===== config.mk =====
export PLATFORM = sky130hd
export DESIGN_NAME = ip_tx_upper_arbiter_flat
export DESIGN_NICKNAME = d
export VERILOG_FILES = /design/src/rtl/ip_tx_upper_arbiter_if.sv /design/src/rtl/ip_tx_upper_arbiter.sv /design/src/flat_wrapper.sv
export SDC_FILE = /design/constraint.sdc
export NUM_CORES = 1
export LEC_CHECK = 0
export CORE_AREA = 8 8 159 161
export DETAILED_ROUTE_END_ITERATION = 16
export DIE_AREA = 0 0 167 169
export PLACE_DENSITY = 0.79
export SETUP_SLACK_MARGIN = 0.4
export SLEW_MARGIN = 20
export SYNTH_ARGS = -nofsm -noshare
export SYNTH_HDL_FRONTEND = slang
export SYNTH_SLANG_ARGS = --single-unit

===== constraint.sdc =====
create_clock -name i_clk -period 3.6 [get_ports i_clk]
set_clock_uncertainty 0.1 [all_clocks]
set_input_delay 0.72 -clock i_clk [delete_from_list [all_inputs] [get_ports i_clk]]
set_output_delay 0.72 -clock i_clk [all_outputs]
set_load 0.01 [all_outputs]

===== src/rtl/ip_tx_upper_arbiter_if.sv =====
// AXI-Stream beat bundle (64-bit data, 56-bit IP header user field) shared by the
// arbiter's two source ports and its single downstream port.
interface ip_tx_upper_arbiter_if;
  logic [63:0] data;
  logic [55:0] user;
  logic [7:0]  keep;
  logic        last;
  logic        valid;
  logic        ready;

  modport master (output data, user, keep, last, valid, input ready);
  modport slave  (input data, user, keep, last, valid, output ready);
endinterface


===== src/rtl/ip_tx_upper_arbiter.sv =====
// Packet-level arbiter of UDP (port 0) and ICMP (port 1) onto the IP TX upper AXIS input.
// Round-robin by default; define ARB_STRICT_PRIO_EN for fixed ICMP-wins-tie priority.
module ip_tx_upper_arbiter #(
  parameter int P_GAP_CYCLES = 2,
  parameter int P_CNT_WIDTH  = 16
) (
  input  logic                         i_clk,
  input  logic                         i_rst,
  ip_tx_upper_arbiter_if.slave         s0_axis,
  ip_tx_upper_arbiter_if.slave         s1_axis,
  ip_tx_upper_arbiter_if.master        m_axis,
  output logic [1:0]                   o_grant,
  output logic                         o_busy,
  output logic [P_CNT_WIDTH-1:0]       o_pkt_cnt0,
  output logic [P_CNT_WIDTH-1:0]       o_pkt_cnt1,
  output logic                         o_gap_err
);

  typedef enum logic [1:0] {S_IDLE, S_XFER, S_GAP} state_t;

  state_t      r_state, w_state_nxt;
  logic [1:0]  r_grant, w_grant_nxt;
  logic [1:0]  r_ready, w_ready_nxt;
  logic [3:0]  r_gap_cnt, w_gap_cnt_nxt;
  logic        r_in_gap;

  logic        w_sel;
  logic        w_valid_g, w_last_g, w_acc, w_hole, w_pkt_done;
  logic [63:0] w_data_g;
  logic [55:0] w_user_g;
  logic [7:0]  w_keep_g;

  assign w_valid_g  = r_grant[1] ? s1_axis.valid : s0_axis.valid;
  assign w_last_g   = r_grant[1] ? s1_axis.last  : s0_axis.last;
  assign w_data_g   = r_grant[1] ? s1_axis.data  : s0_axis.data;
  assign w_user_g   = r_grant[1] ? s1_axis.user  : s0_axis.user;
  assign w_keep_g   = r_grant[1] ? s1_axis.keep  : s0_axis.keep;

  // Ready is only ever raised for the granted port, so it doubles as "in XFER, granted".
  assign w_acc      = (|r_ready) && w_valid_g;
  assign w_hole     = (|r_ready) && !w_valid_g;
  assign w_pkt_done = w_acc && w_last_g;

  assign s0_axis.ready = r_ready[0];
  assign s1_axis.ready = r_ready[1];
  assign o_grant       = r_grant;
  assign o_busy        = (r_state != S_IDLE);

`ifdef ARB_STRICT_PRIO_EN
  assign w_sel = s1_axis.valid;
`else
  logic r_last_port;

  // Pointer holds the last granted port; reset to 1 so port 0 wins the first tie.
  assign w_sel = (s0_axis.valid && s1_axis.valid) ? ~r_last_port : s1_axis.valid;

  always_ff @(posedge i_clk) begin
    if (i_rst)
      r_last_port <= 1'b1;
    else if (w_pkt_done)
      r_last_port <= r_grant[1];
  end
`endif

  always_comb begin
    // NOTE: every output of this block is given a default first, so no path through the case infers a latch.
    w_state_nxt   = r_state;
    w_grant_nxt   = r_grant;
    w_ready_nxt   = 2'b00;
    w_gap_cnt_nxt = r_gap_cnt;
    unique case (r_state)
      S_IDLE: begin
        if (m_axis.ready && (s0_axis.valid || s1_axis.valid)) begin
          w_grant_nxt = w_sel ? 2'b10 : 2'b01;
          w_state_nxt = S_XFER;
        end
      end
      S_XFER: begin
        if (w_pkt_done) begin
          w_grant_nxt   = 2'b00;
          w_gap_cnt_nxt = 4'd0;
          w_state_nxt   = S_GAP;
        end else begin
          w_ready_nxt = r_grant;
        end
      end
      S_GAP: begin
        if (r_gap_cnt == 4'(P_GAP_CYCLES - 1))
          w_state_nxt = S_IDLE;
        else
          w_gap_cnt_nxt = r_gap_cnt + 4'd1;
      end
      default: w_state_nxt = S_IDLE;
    endcase
  end

  always_ff @(posedge i_clk) begin
    // NOTE: all sequential state uses non-blocking assignment so every register samples pre-edge values.
    if (i_rst) begin
      r_state    <= S_IDLE;
      r_grant    <= 2'b00;
      r_ready    <= 2'b00;
      r_gap_cnt  <= 4'd0;
      r_in_gap   <= 1'b0;
      o_gap_err  <= 1'b0;
      o_pkt_cnt0 <= '0;
      o_pkt_cnt1 <= '0;
    end else begin
      r_state   <= w_state_nxt;
      r_grant   <= w_grant_nxt;
      r_ready   <= w_ready_nxt;
      r_gap_cnt <= w_gap_cnt_nxt;
      r_in_gap  <= w_hole;
      o_gap_err <= w_hole && !r_in_gap;
      if (w_pkt_done) begin
        if (r_grant[1])
          o_pkt_cnt1 <= o_pkt_cnt1 + P_CNT_WIDTH'(1);
        else
          o_pkt_cnt0 <= o_pkt_cnt0 + P_CNT_WIDTH'(1);
      end
    end
  end

  always_ff @(posedge i_clk) begin
    if (i_rst) begin
      m_axis.valid <= 1'b0;
      m_axis.data  <= '0;
      m_axis.user  <= '0;
      m_axis.keep  <= '0;
      m_axis.last  <= 1'b0;
    end else begin
      m_axis.valid <= w_acc;
      if (w_acc) begin
        m_axis.data <= w_data_g;
        m_axis.user <= w_user_g;
        m_axis.keep <= w_keep_g;
        m_axis.last <= w_last_g;
      end
    end
  end

endmodule

===== src/flat_wrapper.sv =====
// flat-port wrapper written by rule: the top's interface ports become plain ports
module ip_tx_upper_arbiter_flat 
#(
  parameter int P_GAP_CYCLES = 2,
  parameter int P_CNT_WIDTH  = 16
)
  (i_clk, i_rst, o_grant, o_busy, o_pkt_cnt0, o_pkt_cnt1, o_gap_err, s0_axis_data, s0_axis_user, s0_axis_keep, s0_axis_last, s0_axis_valid, s0_axis_ready, s1_axis_data, s1_axis_user, s1_axis_keep, s1_axis_last, s1_axis_valid, s1_axis_ready, m_axis_data, m_axis_user, m_axis_keep, m_axis_last, m_axis_valid, m_axis_ready);
  ip_tx_upper_arbiter_if s0_axis_i ();
  ip_tx_upper_arbiter_if s1_axis_i ();
  ip_tx_upper_arbiter_if m_axis_i ();
  input  logic i_clk;
  input  logic i_rst;
  output logic [1:0] o_grant;
  output logic o_busy;
  output logic [P_CNT_WIDTH-1:0] o_pkt_cnt0;
  output logic [P_CNT_WIDTH-1:0] o_pkt_cnt1;
  output logic o_gap_err;
  input wire logic [$bits(s0_axis_i.data)-1:0] s0_axis_data;
  input wire logic [$bits(s0_axis_i.user)-1:0] s0_axis_user;
  input wire logic [$bits(s0_axis_i.keep)-1:0] s0_axis_keep;
  input wire logic [$bits(s0_axis_i.last)-1:0] s0_axis_last;
  input wire logic [$bits(s0_axis_i.valid)-1:0] s0_axis_valid;
  output wire logic [$bits(s0_axis_i.ready)-1:0] s0_axis_ready;
  input wire logic [$bits(s1_axis_i.data)-1:0] s1_axis_data;
  input wire logic [$bits(s1_axis_i.user)-1:0] s1_axis_user;
  input wire logic [$bits(s1_axis_i.keep)-1:0] s1_axis_keep;
  input wire logic [$bits(s1_axis_i.last)-1:0] s1_axis_last;
  input wire logic [$bits(s1_axis_i.valid)-1:0] s1_axis_valid;
  output wire logic [$bits(s1_axis_i.ready)-1:0] s1_axis_ready;
  output wire logic [$bits(m_axis_i.data)-1:0] m_axis_data;
  output wire logic [$bits(m_axis_i.user)-1:0] m_axis_user;
  output wire logic [$bits(m_axis_i.keep)-1:0] m_axis_keep;
  output wire logic [$bits(m_axis_i.last)-1:0] m_axis_last;
  output wire logic [$bits(m_axis_i.valid)-1:0] m_axis_valid;
  input wire logic [$bits(m_axis_i.ready)-1:0] m_axis_ready;
  assign s0_axis_i.data = s0_axis_data;
  assign s0_axis_i.user = s0_axis_user;
  assign s0_axis_i.keep = s0_axis_keep;
  assign s0_axis_i.last = s0_axis_last;
  assign s0_axis_i.valid = s0_axis_valid;
  assign s0_axis_ready = s0_axis_i.ready;
  assign s1_axis_i.data = s1_axis_data;
  assign s1_axis_i.user = s1_axis_user;
  assign s1_axis_i.keep = s1_axis_keep;
  assign s1_axis_i.last = s1_axis_last;
  assign s1_axis_i.valid = s1_axis_valid;
  assign s1_axis_ready = s1_axis_i.ready;
  assign m_axis_data = m_axis_i.data;
  assign m_axis_user = m_axis_i.user;
  assign m_axis_keep = m_axis_i.keep;
  assign m_axis_last = m_axis_i.last;
  assign m_axis_valid = m_axis_i.valid;
  assign m_axis_i.ready = m_axis_ready;
  ip_tx_upper_arbiter #(.P_GAP_CYCLES(P_GAP_CYCLES), .P_CNT_WIDTH(P_CNT_WIDTH)) u_core (.i_clk(i_clk), .i_rst(i_rst), .s0_axis(s0_axis_i), .s1_axis(s1_axis_i), .m_axis(m_axis_i), .o_grant(o_grant), .o_busy(o_busy), .o_pkt_cnt0(o_pkt_cnt0), .o_pkt_cnt1(o_pkt_cnt1), .o_gap_err(o_gap_err));
endmodule

Yosys cells after proc, flatten, opt, wreduce, memory -nomap -nowiden --
Index checks and enable logic that the tools add are counted.
Word-level totals: bits of input ports 263, memory bits (read-only) 0, bits in latches 0, bits in registers 175, word-level logic and storage cells 64, memories kept 0, memory bits (writable) 0
Cells by class: bitwise operators 3, $add $sub $neg 3, eq/ne operators 7, magnitude comparators 0, shifts and indexed selects 0, $mul 0, divide/modulo/power cells 0, reduce and logical (&&, ||, !) cells 20, multiplexer cells 17
Operators by type and width (number):
- 2-to-1 mux 64 bit | 1
- 2-to-1 mux 56 bit | 1
- adder 16 x 1 -> 16 bit (second input constant) | 2
- 2-to-1 mux 2 bit | 6
- 2-to-1 mux 4 bit | 2
- 2-to-1 mux 8 bit | 1
- case mux 4 bit (2 select lines) | 1
- logical AND 1 bit | 6
- inequality test 2 x 1 -> 1 bit (second input constant) | 3
- case mux 2 bit (3 select lines) | 1
- AND reduction 2 bit | 3
- AND reduction 3 bit | 2
- nonzero test 2 bit | 3
- adder 4 x 1 -> 4 bit (second input constant) | 1
- equality test 4 x 1 -> 1 bit (second input constant) | 1
- case mux 2 bit (2 select lines) | 1
- OR reduction 2 bit | 2
- 2-to-1 mux 1 bit | 3
- NOT 1 bit | 3
- equality test 2 x 1 -> 1 bit (second input constant) | 1
- equality test 2 bit (second input constant) | 1
- logical NOT 1 bit | 2
- logical NOT 2 bit | 1
- inequality test 2 bit (second input constant) | 1
- logical OR 1 bit | 1

Logic depth before layout (Yosys ltp) --
Gate-level depths: netlist of the first run.
depth in word-level cells 5, depth in mapped cells 7

Least setup slack after synthesis of the first run --
Ideal clock, no wire load.
kind input-to-reg, from input port s1_axis_valid, to register u_core.o_pkt_cnt1[15], stages on the path 5, required time 3.379 ns, data arrival time 1.776 ns, slack 1.603 ns, path through o2111ai_2 or2_1 buf_2 nor4_1 mux2_2
On the way: word-level cells in the longest chain between the ends 4
Ends and longest elaborated chain:
- start: declaration | line flat_wrapper.sv:28 | input wire logic [$bits(s1_axis_i.valid)-1:0] s1_axis_valid;
- 2-to-1 mux 1 bit | line ip_tx_upper_arbiter.sv:33 | assign w_valid_g = r_grant[1] ? s1_axis.valid : s0_axis.valid;
- logical AND 1 bit | line ip_tx_upper_arbiter.sv:40 | assign w_acc = (|r_ready) && w_valid_g;
- logical AND 1 bit | line ip_tx_upper_arbiter.sv:42 | assign w_pkt_done = w_acc && w_last_g;
- AND reduction 2 bit (no source line)
- end signal: assignment | line ip_tx_upper_arbiter.sv:117 | o_pkt_cnt1 <= o_pkt_cnt1 + P_CNT_WIDTH'(1);
- end: declaration | line ip_tx_upper_arbiter.sv:15 | output logic [P_CNT_WIDTH-1:0] o_pkt_cnt1,
No other way between the ends. A chain may end at the register's enable or synchronous reset.

Worst setup path in the final report of the first run --
from register u_core.r_state[0], to output port o_busy
On the way: word-level cells in the longest chain between the ends 1
Ends and longest elaborated chain:
- start: declaration | line ip_tx_upper_arbiter.sv:21 | state_t r_state, w_state_nxt;
- start signal: assignment | line ip_tx_upper_arbiter.sv:109 | r_state <= w_state_nxt;
- nonzero test 2 bit | line ip_tx_upper_arbiter.sv:47 | assign o_busy = (r_state != S_IDLE);
- end: declaration | line flat_wrapper.sv:14 | output logic o_busy;
No other way between the ends.

==> results of run 1 <==
[cell families (layout without fill, tap and decap cells)]
logic type	Yosys count	count (layout)	share of synthesized area (%)
adder cells (fa/ha/maj)	8	8	1.27
flip-flops	175	175	44.4
XOR/XNOR	15	15	1.66
buffers and inverters	78	476	4.58
AO/OA/AOI/OAI	183	183	16.8
other	0	5	0
AND/OR/NAND/NOR	238	238	14.2
multiplexers	134	134	17.1
[registers in the layout (all words and copies together), names as in the netlist]
| name | flops |
|---|---|
| u_core.m_axis.last | 1 |
| u_core.o_pkt_cnt1 | 16 |
| u_core.r_ready | 2 |
| u_core.o_gap_err | 1 |
| u_core.m_axis.user | 56 |
| u_core.r_state | 2 |
| u_core.o_grant | 2 |
| u_core.m_axis.keep | 8 |
| u_core.m_axis.data | 64 |
| u_core.r_last_port | 1 |
| u_core.m_axis.valid | 1 |
| u_core.r_gap_cnt | 4 |
| u_core.o_pkt_cnt0 | 16 |
| u_core.r_in_gap | 1 |
[worst max-delay path by stage]
| stage | cells past startpoint | slack [ps] | to |
|---|---|---|---|
| 6_report | 4 | 1040 | o_busy |
| 2_1_floorplan | 5 | 1600 | u_core.o_pkt_cnt1[15] |
| 4_1_cts | 4 | 1010 | o_busy |
| 3_3_place_gp | 6 | 880 | u_core.m_axis.data[19] |
| 3_5_place_dp | 6 | 790 | u_core.m_axis.user[3] |
| 5_1_grt | 4 | 910 | o_busy |
[per-layer routing]
layer	track usage, %	vias to the layer above	part of all wire [%]
met5	0	-	0.079
met4	7.60	4	1.8
met1	21.8	3488	38
met2	32.8	310	50
met3	8.71	34	10
li1	-	3828	-
[cells in the mapped netlist (3+ instances only)]
| library cell | number | share of area (%) |
|---|---|---|
| dfxtp_1 | 175 | 44 |
| nor2_1 | 150 | 7.1 |
| mux2i_1 | 130 | 16 |
| a211oi_1 | 128 | 12 |
| buf_2 | 37 | 2.3 |
| clkbuf_1 | 26 | 1.2 |
| a21oi_1 | 23 | 1.5 |
| nand2_1 | 13 | 0.62 |
| nand3_1 | 12 | 0.76 |
| o21ai_0 | 12 | 0.76 |
| nand4_1 | 9 | 0.71 |
| o31ai_1 | 9 | 0.86 |
| or4_1 | 9 | 0.86 |
| ha_1 | 8 | 1.3 |
| inv_1 | 8 | 0.38 |
| xor2_1 | 8 | 0.89 |
| xnor2_1 | 7 | 0.78 |
| and3_1 | 6 | 0.48 |
| nor3_1 | 5 | 0.32 |
| buf_4 | 4 | 0.38 |
| nand2b_1 | 4 | 0.32 |
| nor4_1 | 4 | 0.32 |
| or3_1 | 4 | 0.32 |
| and2_1 | 3 | 0.24 |
| mux2_2 | 3 | 0.43 |
| nor2b_1 | 3 | 0.24 |
[power by group through the flow]
stage	sequential [W]	clock (W)	combinational [W]
after floorplan	0.00227	0	0.000948
after global placement	0.00224	0	0.00173
after detailed placement	0.00224	0	0.00176
after CTS	0.00220	0.00194	0.00177
after global routing	0.00222	0.00202	0.00189
final	0.00220	0.00188	0.00175
[layout make-up]
class	count	area, um2
fillers	2008	9980
repair buffers	437	4400
multi-input cells	578	4030
flip-flops and latches	175	3510
clock buffers	19	443
well taps	290	363
clock inverters	12	149
inverters	8	30.0
diodes	5	12.5
[stage by stage]
step / hold slack (ps) / total power (W)
after global placement: 294 / 0.00397
after floorplan: 275 / 0.00321
after detailed placement: 297 / 0.00400
final: 312 / 0.00583
after global routing: 324 / 0.00613
after CTS: 311 / 0.00590
==> results_dict.tcl, run 1 <==
set metrics [dict create \
    status "completed" \
    coreArea_mm2 0.0229 \
    tightest_slew_ps 961 \
    cp-startpoint "u_core.r_state[0]" \
    synth-edff-count 0 \
    wl_mm 29.0 \
    clk_pin_slew_ps 70 \
    rrSetupSlack_ps 1480 \
    pwr-share-seq_pct 37.7 \
    ys_warn_count 0 \
    track_usage_pct 19.7 \
    final_cell_mix "clkdlybuf4s50_1, dfxtp_1, nor2_1" \
    ys_ff_latch 175 \
    relSlewSlack_pct 35.9 \
    vias 7664 \
    cts_tree "built" \
    critical_path.most_common_cell "inv_1" \
    die_x_um 167 \
    dp_cells 1488 \
    slowest_stage "clkdlybuf4s50_1" \
    power.density_mw_per_mm2 451 \
    cp.buffers_inverters 3 \
    drtIter0Drc 447 \
    criticalPathCategory "reg -> out" \
    ys_types 49 \
    crit_arrival_ps 1740 \
    r2r_cells 3 \
    start_util_pct 34.4 \
    area_growth_pct 63.9 \
    root_buffer "clkbuf_16" \
    antenna_left 0 \
    syn-num-nets 1102 \
    required_ps 2780 \
    p_leak_nw 4.26 \
    peakVddDrop_mv 0.256 \
    numCtsBuffers 17 \
    final_area_mm2 0.0129 \
    finalNonFillerCells 1524 \
    clockPowerShare_pct 32.2 \
    pre_cts_ws_ps 789 \
    internal-power_w 0.00409 \
    crit_family "buffers and inverters" \
    combPwrFrac_pct 30.1 \
    maxCapViolCount 0 \
    hold_path.class "reg -> reg" \
    htreeDepth 4 \
    max_freq_ghz 0.390 \
    critPathLaunchType "flip-flop" \
    route.detailed.drc 0 \
    first_pass_iters 4 \
    layout-drive-gt1-share_pct 4.31 \
    postCtsHoldBufs 0 \
    synth_flop_cell "dfxtp_1" \
    cts.sinks 175 \
    die_h_um 169 \
    vias_per_cell 5.03 \
    dpl_cell_area_mm2 0.0123 \
    p_sw_w 0.00174 \
    synthCells 831 \
    cp_cell_sequence "inv_1 -> ha_1 -> inv_1 -> clkdlybuf4s50_1" \
    period_share_pct 71.2 \
    synth_area_mm2 0.00789 \
    postCtsResizedCells 0 \
    rsz0062_at_grt "no" \
    place.gp.congestion 0.859 \
    final_common_cell "clkdlybuf4s50_1" \
    hp-start "u_core.r_in_gap" \
    clkLatencyLatePin_ps 420 \
    grt_first_pass_wirelength_mm 43.9 \
    io_pins 431 \
    whs_path_depth 1 \
    fin_crit_ps 2560 \
    async_flop_share_pct 0 \
    layout.nets 1488 \
    postCtsSetupRepairBufs 0 \
    crit_path_max_fanout 5 \
    r2r-end "u_core.m_axis.user[18]" \
    r2r-start "u_core.o_grant[1]" \
    min_to "u_core.o_gap_err" \
    avgSynthCellArea_um2 9.50 \
    grt_max_degree 161 \
    grt-ovfl-total 0 \
    finalSetupTns_ps 0 \
    final_util_pct 56.4 \
    grt_pass1_vias 7626 \
    antenna_found_initial 7 \
    fp-row-count 56 \
    critPathCaptureType "output pin" \
    clock_path_buffers 2 \
    dpl.hpwl_mm 22.4 \
    dieArea_mm2 0.0282 \
    yosysSeqAreaShare_pct 44.4 \
    wl_per_cell_um 19.0 \
    fin_ws_ps 1040 \
    finalSetupViolations 0 \
    critPathMaxStageDelay_ps 530 \
    finalHoldViolCount 0 \
    io_buffers 430 \
    slew_viol_final 0 \
    switching_share_pct 29.8 \
]
No activity file was read; power rests on OpenSTA's default activity.
==> run 2, diff against run 1 <==
--- a/config.mk
+++ b/config.mk
@@ -5,10 +5,10 @@
 export SDC_FILE = /design/constraint.sdc
 export NUM_CORES = 1
 export LEC_CHECK = 0
-export CORE_AREA = 8 8 159 161
+export CORE_AREA = 8 8 160 162
 export DETAILED_ROUTE_END_ITERATION = 16
-export DIE_AREA = 0 0 167 169
-export PLACE_DENSITY = 0.79
+export DIE_AREA = 0 0 168 170
+export PLACE_DENSITY = 0.78
 export SETUP_SLACK_MARGIN = 0.4
 export SLEW_MARGIN = 20
 export SYNTH_ARGS = -nofsm -noshare
==> constraint.sdc (replaced) <==
create_clock -name i_clk -period 2.55 [get_ports i_clk]
set_clock_uncertainty 0.1 [all_clocks]
set_input_delay 0.51 -clock i_clk [delete_from_list [all_inputs] [get_ports i_clk]]
set_output_delay 0.51 -clock i_clk [all_outputs]
set_load 0.01 [all_outputs]
==> results_dict.tcl, run 2 (same netlist as run 1, synthesis figures left out) <==
set metrics [dict create \
    period_share_pct 80.6 \
    cts_tree "built" \
    grt_pass1_vias 7794 \
    dieArea_mm2 0.0286 \
    drtIter0Drc 385 \
    tightest_slew_ps 731 \
    fp-row-count 56 \
    route.detailed.drc 0 \
    antenna_left 0 \
    final_area_mm2 0.0131 \
    finalSetupViolations 0 \
    p_leak_nw 4.39 \
    max_freq_ghz 0.486 \
    regMostFlops "u_core.m_axis.data" \
    dpl_cell_area_mm2 0.0125 \
    root_buffer "clkbuf_16" \
    htreeDepth 4 \
    crit_arrival_ps 1450 \
    critPathLaunchType "flip-flop" \
    layout-drive-gt1-share_pct 6.01 \
    die_x_um 168 \
    relSlewSlack_pct 51.1 \
    cp_cell_sequence "clkdlybuf4s50_1" \
    rsz0062_at_grt "no" \
    routed.top_layer "met5" \
    peakVddDrop_mv 0.394 \
    hold_path.class "reg -> reg" \
    cts.sinks 175 \
    power.density_mw_per_mm2 632 \
    place.gp.congestion 0.819 \
    crit_path_max_fanout 11 \
    largest_reg_flops 64 \
    hp-start "u_core.r_in_gap" \
    critPathCaptureType "output pin" \
    reg_top3 "u_core.m_axis.data x64, u_core.m_axis.user x56" \
    track_usage_pct 19.6 \
    clk_pin_slew_ps 70 \
    layout.nets 1506 \
    fin_crit_ps 2060 \
    fillerInstances 2041 \
    first_pass_iters 4 \
    grt_max_degree 72 \
    postCtsSetupRepairBufs 0 \
    finalSetupTns_ps 0 \
    numCtsBuffers 17 \
    clkLatencyLatePin_ps 410 \
    clock_path_buffers 2 \
    critPathMaxStageDelay_ps 570 \
    met1Wirelength_mm 11.5 \
    required_ps 1940 \
    io_pins 431 \
    slew_viol_final 0 \
    final_cell_mix "clkdlybuf4s50_1, dfxtp_1, nor2_1" \
    grt_first_pass_wirelength_mm 43.8 \
    grt-ovfl-total 0 \
    finalNonFillerCells 1540 \
    maxCapViolCount 0 \
    final_common_cell "clkdlybuf4s50_1" \
    io_buffers 430 \
    r2r-start "u_core.o_pkt_cnt0[3]" \
    cp-startpoint "u_core.o_grant[1]" \
    vias 7680 \
    finalHoldViolCount 0 \
    crit_family "buffers and inverters" \
    area_growth_pct 66.5 \
    antenna_found_initial 3 \
    wl_per_cell_um 19.1 \
    dp_cells 1506 \
    wl_mm 29.4 \
    criticalPathCategory "reg -> out" \
    wl_met3_mm 2.91 \
    vias_per_cell 4.99 \
    slowest_stage "clkdlybuf4s50_1" \
    start_util_pct 34.2 \
    die_h_um 170 \
    coreArea_mm2 0.0231 \
    dpl.hpwl_mm 23.1 \
    status "completed" \
    cp.buffers_inverters 1 \
    wl_met2_mm 14.5 \
]
## run 2: changes by cell type in the layout (fill, tap and decap cells not counted), sizes merged, moves of 2 or more
cell | previous run | this run
clkinv | 1 | 5
diode | 5 | 2
clkinvlp | 3 | 1
buf | 8 | 26
## run 2: report_power, final
| group | internal [W] | switching [W] |
|---|---|---|
| combinational | 0.00139 | 0.00118 |
| clock | 0.00149 | 0.00115 |
| sequential | 0.00294 | 0.000141 |
| total | 0.00583 | 0.00247 |
## run 2: final timing paths
path / slack, ps / cells after the start / endpoint
setup / recovery: 490 / 1 / o_grant[1]
hold / removal: 300 / 1 / u_core.o_gap_err
setup reg to reg: 580 / 4 / u_core.o_pkt_cnt0[12]
hold reg to reg: 300 / 1 / u_core.o_gap_err
## run 2: cell type report
class                   count  area (um2)  share of cell area, %
well taps                 290         363                   2.76
diodes                      2        5.00                 0.0381
clock inverters            13         151                   1.15
repair buffers            455        4590                   34.9
clock buffers              19         443                   3.37
multi-input cells         578        4050                   30.8
inverters                   8        30.0                  0.229
flip-flops and latches    175        3510                   26.7
## run 2: per-stage QoR
stage | hold WS (ps) | util, % | power, W | setup WS, ps
floorplan | 275 | - | 0.00454 | 723
global placement | 293 | 54.3 | 0.00569 | 215
detailed placement | 290 | 54.3 | 0.00572 | 153
CTS | 299 | 56.9 | 0.00839 | 432
global route | 320 | 57.0 | 0.00870 | 412
finish | 302 | 57.0 | 0.00830 | 493
## run 2: per-layer routing
| metal | track usage, % | up-vias |
|---|---|---|
| met5 | 0 | - |
| met2 | 33.5 | 250 |
| li1 | - | 3844 |
| met4 | 5.40 | 2 |
| met1 | 21.4 | 3557 |
| met3 | 9.36 | 27 |
## run 2: repair_timing
| action | CTS | global route |
|---|---|---|
| gates cloned | 0 | 0 |
| hold endpoints to repair | 0 | 0 |
| hold buffers | 0 | 0 |
| endpoints found under the setup margin | 1 | 3 |
| gates resized for setup | 2 | 3 |
==> run 3, diff against run 2 <==
==> constraint.sdc (replaced) <==
create_clock -name i_clk -period 2 [get_ports i_clk]
set_clock_uncertainty 0.1 [all_clocks]
set_input_delay 0.4 -clock i_clk [delete_from_list [all_inputs] [get_ports i_clk]]
set_output_delay 0.4 -clock i_clk [all_outputs]
set_load 0.01 [all_outputs]
==> results_dict.tcl, run 3 (same netlist as run 1, synthesis figures left out) <==
set metrics [dict create \
    grt_max_degree 102 \
    slowest_stage "dfxtp_4" \
    coreArea_mm2 0.0231 \
    p_sw_w 0.00387 \
    max_freq_ghz 0.539 \
    regMostFlops "u_core.m_axis.data" \
    wl_met2_mm 18.4 \
    dieArea_mm2 0.0286 \
    root_buffer "clkbuf_16" \
    rsz0062_at_grt "yes" \
    slew_viol_final 0 \
    postCtsHoldBufs 0 \
    crit_family "buffers and inverters" \
    status "completed" \
    fin_crit_ps 1860 \
    hold_path.class "in -> reg" \
    dpl.hpwl_mm 24.0 \
    cts.sinks 175 \
    numCtsBuffers 17 \
    p_leak_nw 5.77 \
    largest_reg_flops 64 \
    reg_top3 "u_core.m_axis.data x64, u_core.m_axis.user x56" \
    clk_pin_slew_ps 70 \
    start_util_pct 34.2 \
    cp_cell_sequence "buf_8 -> mux2i_4 -> nor2_4 -> buf_12 -> buf_12 -> buf_16 -> buf_12 -> buf_16 -> a211oi_2" \
    clkLatencyLatePin_ps 430 \
    wl_mm 36.7 \
    tightest_slew_ps 693 \
    grt_first_pass_wirelength_mm 51.5 \
    required_ps 2260 \
    critPathLaunchType "flip-flop" \
    vias 8586 \
    period_share_pct 92.8 \
    crit_arrival_ps 2110 \
    place.gp.congestion 0.848 \
    switching_share_pct 32.7 \
    first_pass_iters 5 \
    track_usage_pct 23.2 \
    final_cell_mix "clkdlybuf4s50_1, dfxtp_1, mux2i_1" \
    routed.top_layer "met5" \
    layout-drive-gt1-share_pct 32.7 \
    final_common_cell "clkdlybuf4s50_1" \
    cts_tree "built" \
    fp-row-count 56 \
    die_h_um 170 \
    critPathCaptureType "flip-flop" \
    io_pins 431 \
    pwr-share-seq_pct 33.6 \
    cp.buffers_inverters 6 \
    crit_path_max_fanout 7 \
    grt-ovfl-total 0 \
    clockPowerShare_pct 28.1 \
    htreeDepth 4 \
    whs_ps 104 \
    criticalPathCategory "reg -> reg" \
    wl_met3_mm 3.10 \
    finalSetupViolations 0 \
    vias_per_cell 5.30 \
    finalHoldViolCount 0 \
    power.density_mw_per_mm2 772 \
    route.detailed.drc 0 \
    maxCapViolCount 0 \
    antenna_found_initial 10 \
    met1Wirelength_mm 13.8 \
    grt_pass1_vias 8777 \
    peakVddDrop_mv 0.550 \
    clock_path_buffers 2 \
    wl_per_cell_um 22.7 \
    internal-power_w 0.00796 \
    critical_path.most_common_cell "buf_12" \
    drtIter0Drc 650 \
    die_x_um 168 \
    antenna_left 0 \
    relSlewSlack_pct 53.8 \
    area_growth_pct 94.1 \
    layout.nets 1582 \
    io_buffers 430 \
    combPwrFrac_pct 38.3 \
    final_util_pct 66.4 \
    critPathMaxStageDelay_ps 350 \
]
## run 3: cell count changes in the layout (fill, tap and decap cells not counted), sizes merged
cell and change:
bufinv -1, bufbuf +3, nand4 +1, clkinvlp +1
clkdlybuf4s50 -170, diode +5, buf +73, inv -1
dlygate4sd2 +62, clkdlybuf4s15 +56, clkbuf +51
## run 3: area by class of cell
type                            instances  area (um2)
Multi-Input combinational cell        579        5110
Clock inverter                         12         131
Antenna cell                            7        17.5
Fill cell                            1717        7740
Clock buffer                           19         443
Timing Repair Buffer                  530        5620
Tap cell                              290         363
Sequential cell                       175        3590
Inverter                                8        37.5
## run 3: power by group through the flow
stage	Sequential [W]	Combinational, W	Clock (W)
6_report	0.00397	0.00452	0.00333
5_1_grt	0.00400	0.00476	0.00352
4_1_cts	0.00392	0.00411	0.00338
3_5_place_dp	0.00401	0.00347	0
3_3_place_gp	0.00400	0.00342	0
2_1_floorplan	0.00408	0.00177	0
## run 3: final timing paths
kind / from / to / slack (ps) / cells after the start
worst max register to register: u_core.o_grant[1] / u_core.m_axis.user[7] / 140 / 9
worst min-delay path: i_rst / u_core.r_gap_cnt[1] / 100 / 2
worst min register to register: u_core.r_in_gap / u_core.o_gap_err / 300 / 1
worst max-delay path: u_core.o_grant[1] / u_core.m_axis.user[7] / 140 / 9
## run 3: per-layer routing
metal,vias up,global-route usage [%]
li1,4012,-
met1,4134,25.7
met2,359,39.1
met3,75,9.18
met4,6,10.1
met5,-,0
## run 3: metrics by stage
stage	setup slack [ps]	setup TNS, ps	area [um2]	cells	power, W
6_report	143	0	15300	1620	0.0118
4_1_cts	145	0	14600	1598	0.0114
3_3_place_gp	-228	-20880	12800	1525	0.00742
3_5_place_dp	-278	-27750	12800	1525	0.00748
2_1_floorplan	322	0	8010	831	0.00585
5_1_grt	95.9	0	15300	1619	0.0123
## run 3: what timing repair did
action,CTS,global route
pin swaps,47,49
cloned,20,3
setup endpoints to repair,317,254
resized for setup,393,288
setup buffers,22,12
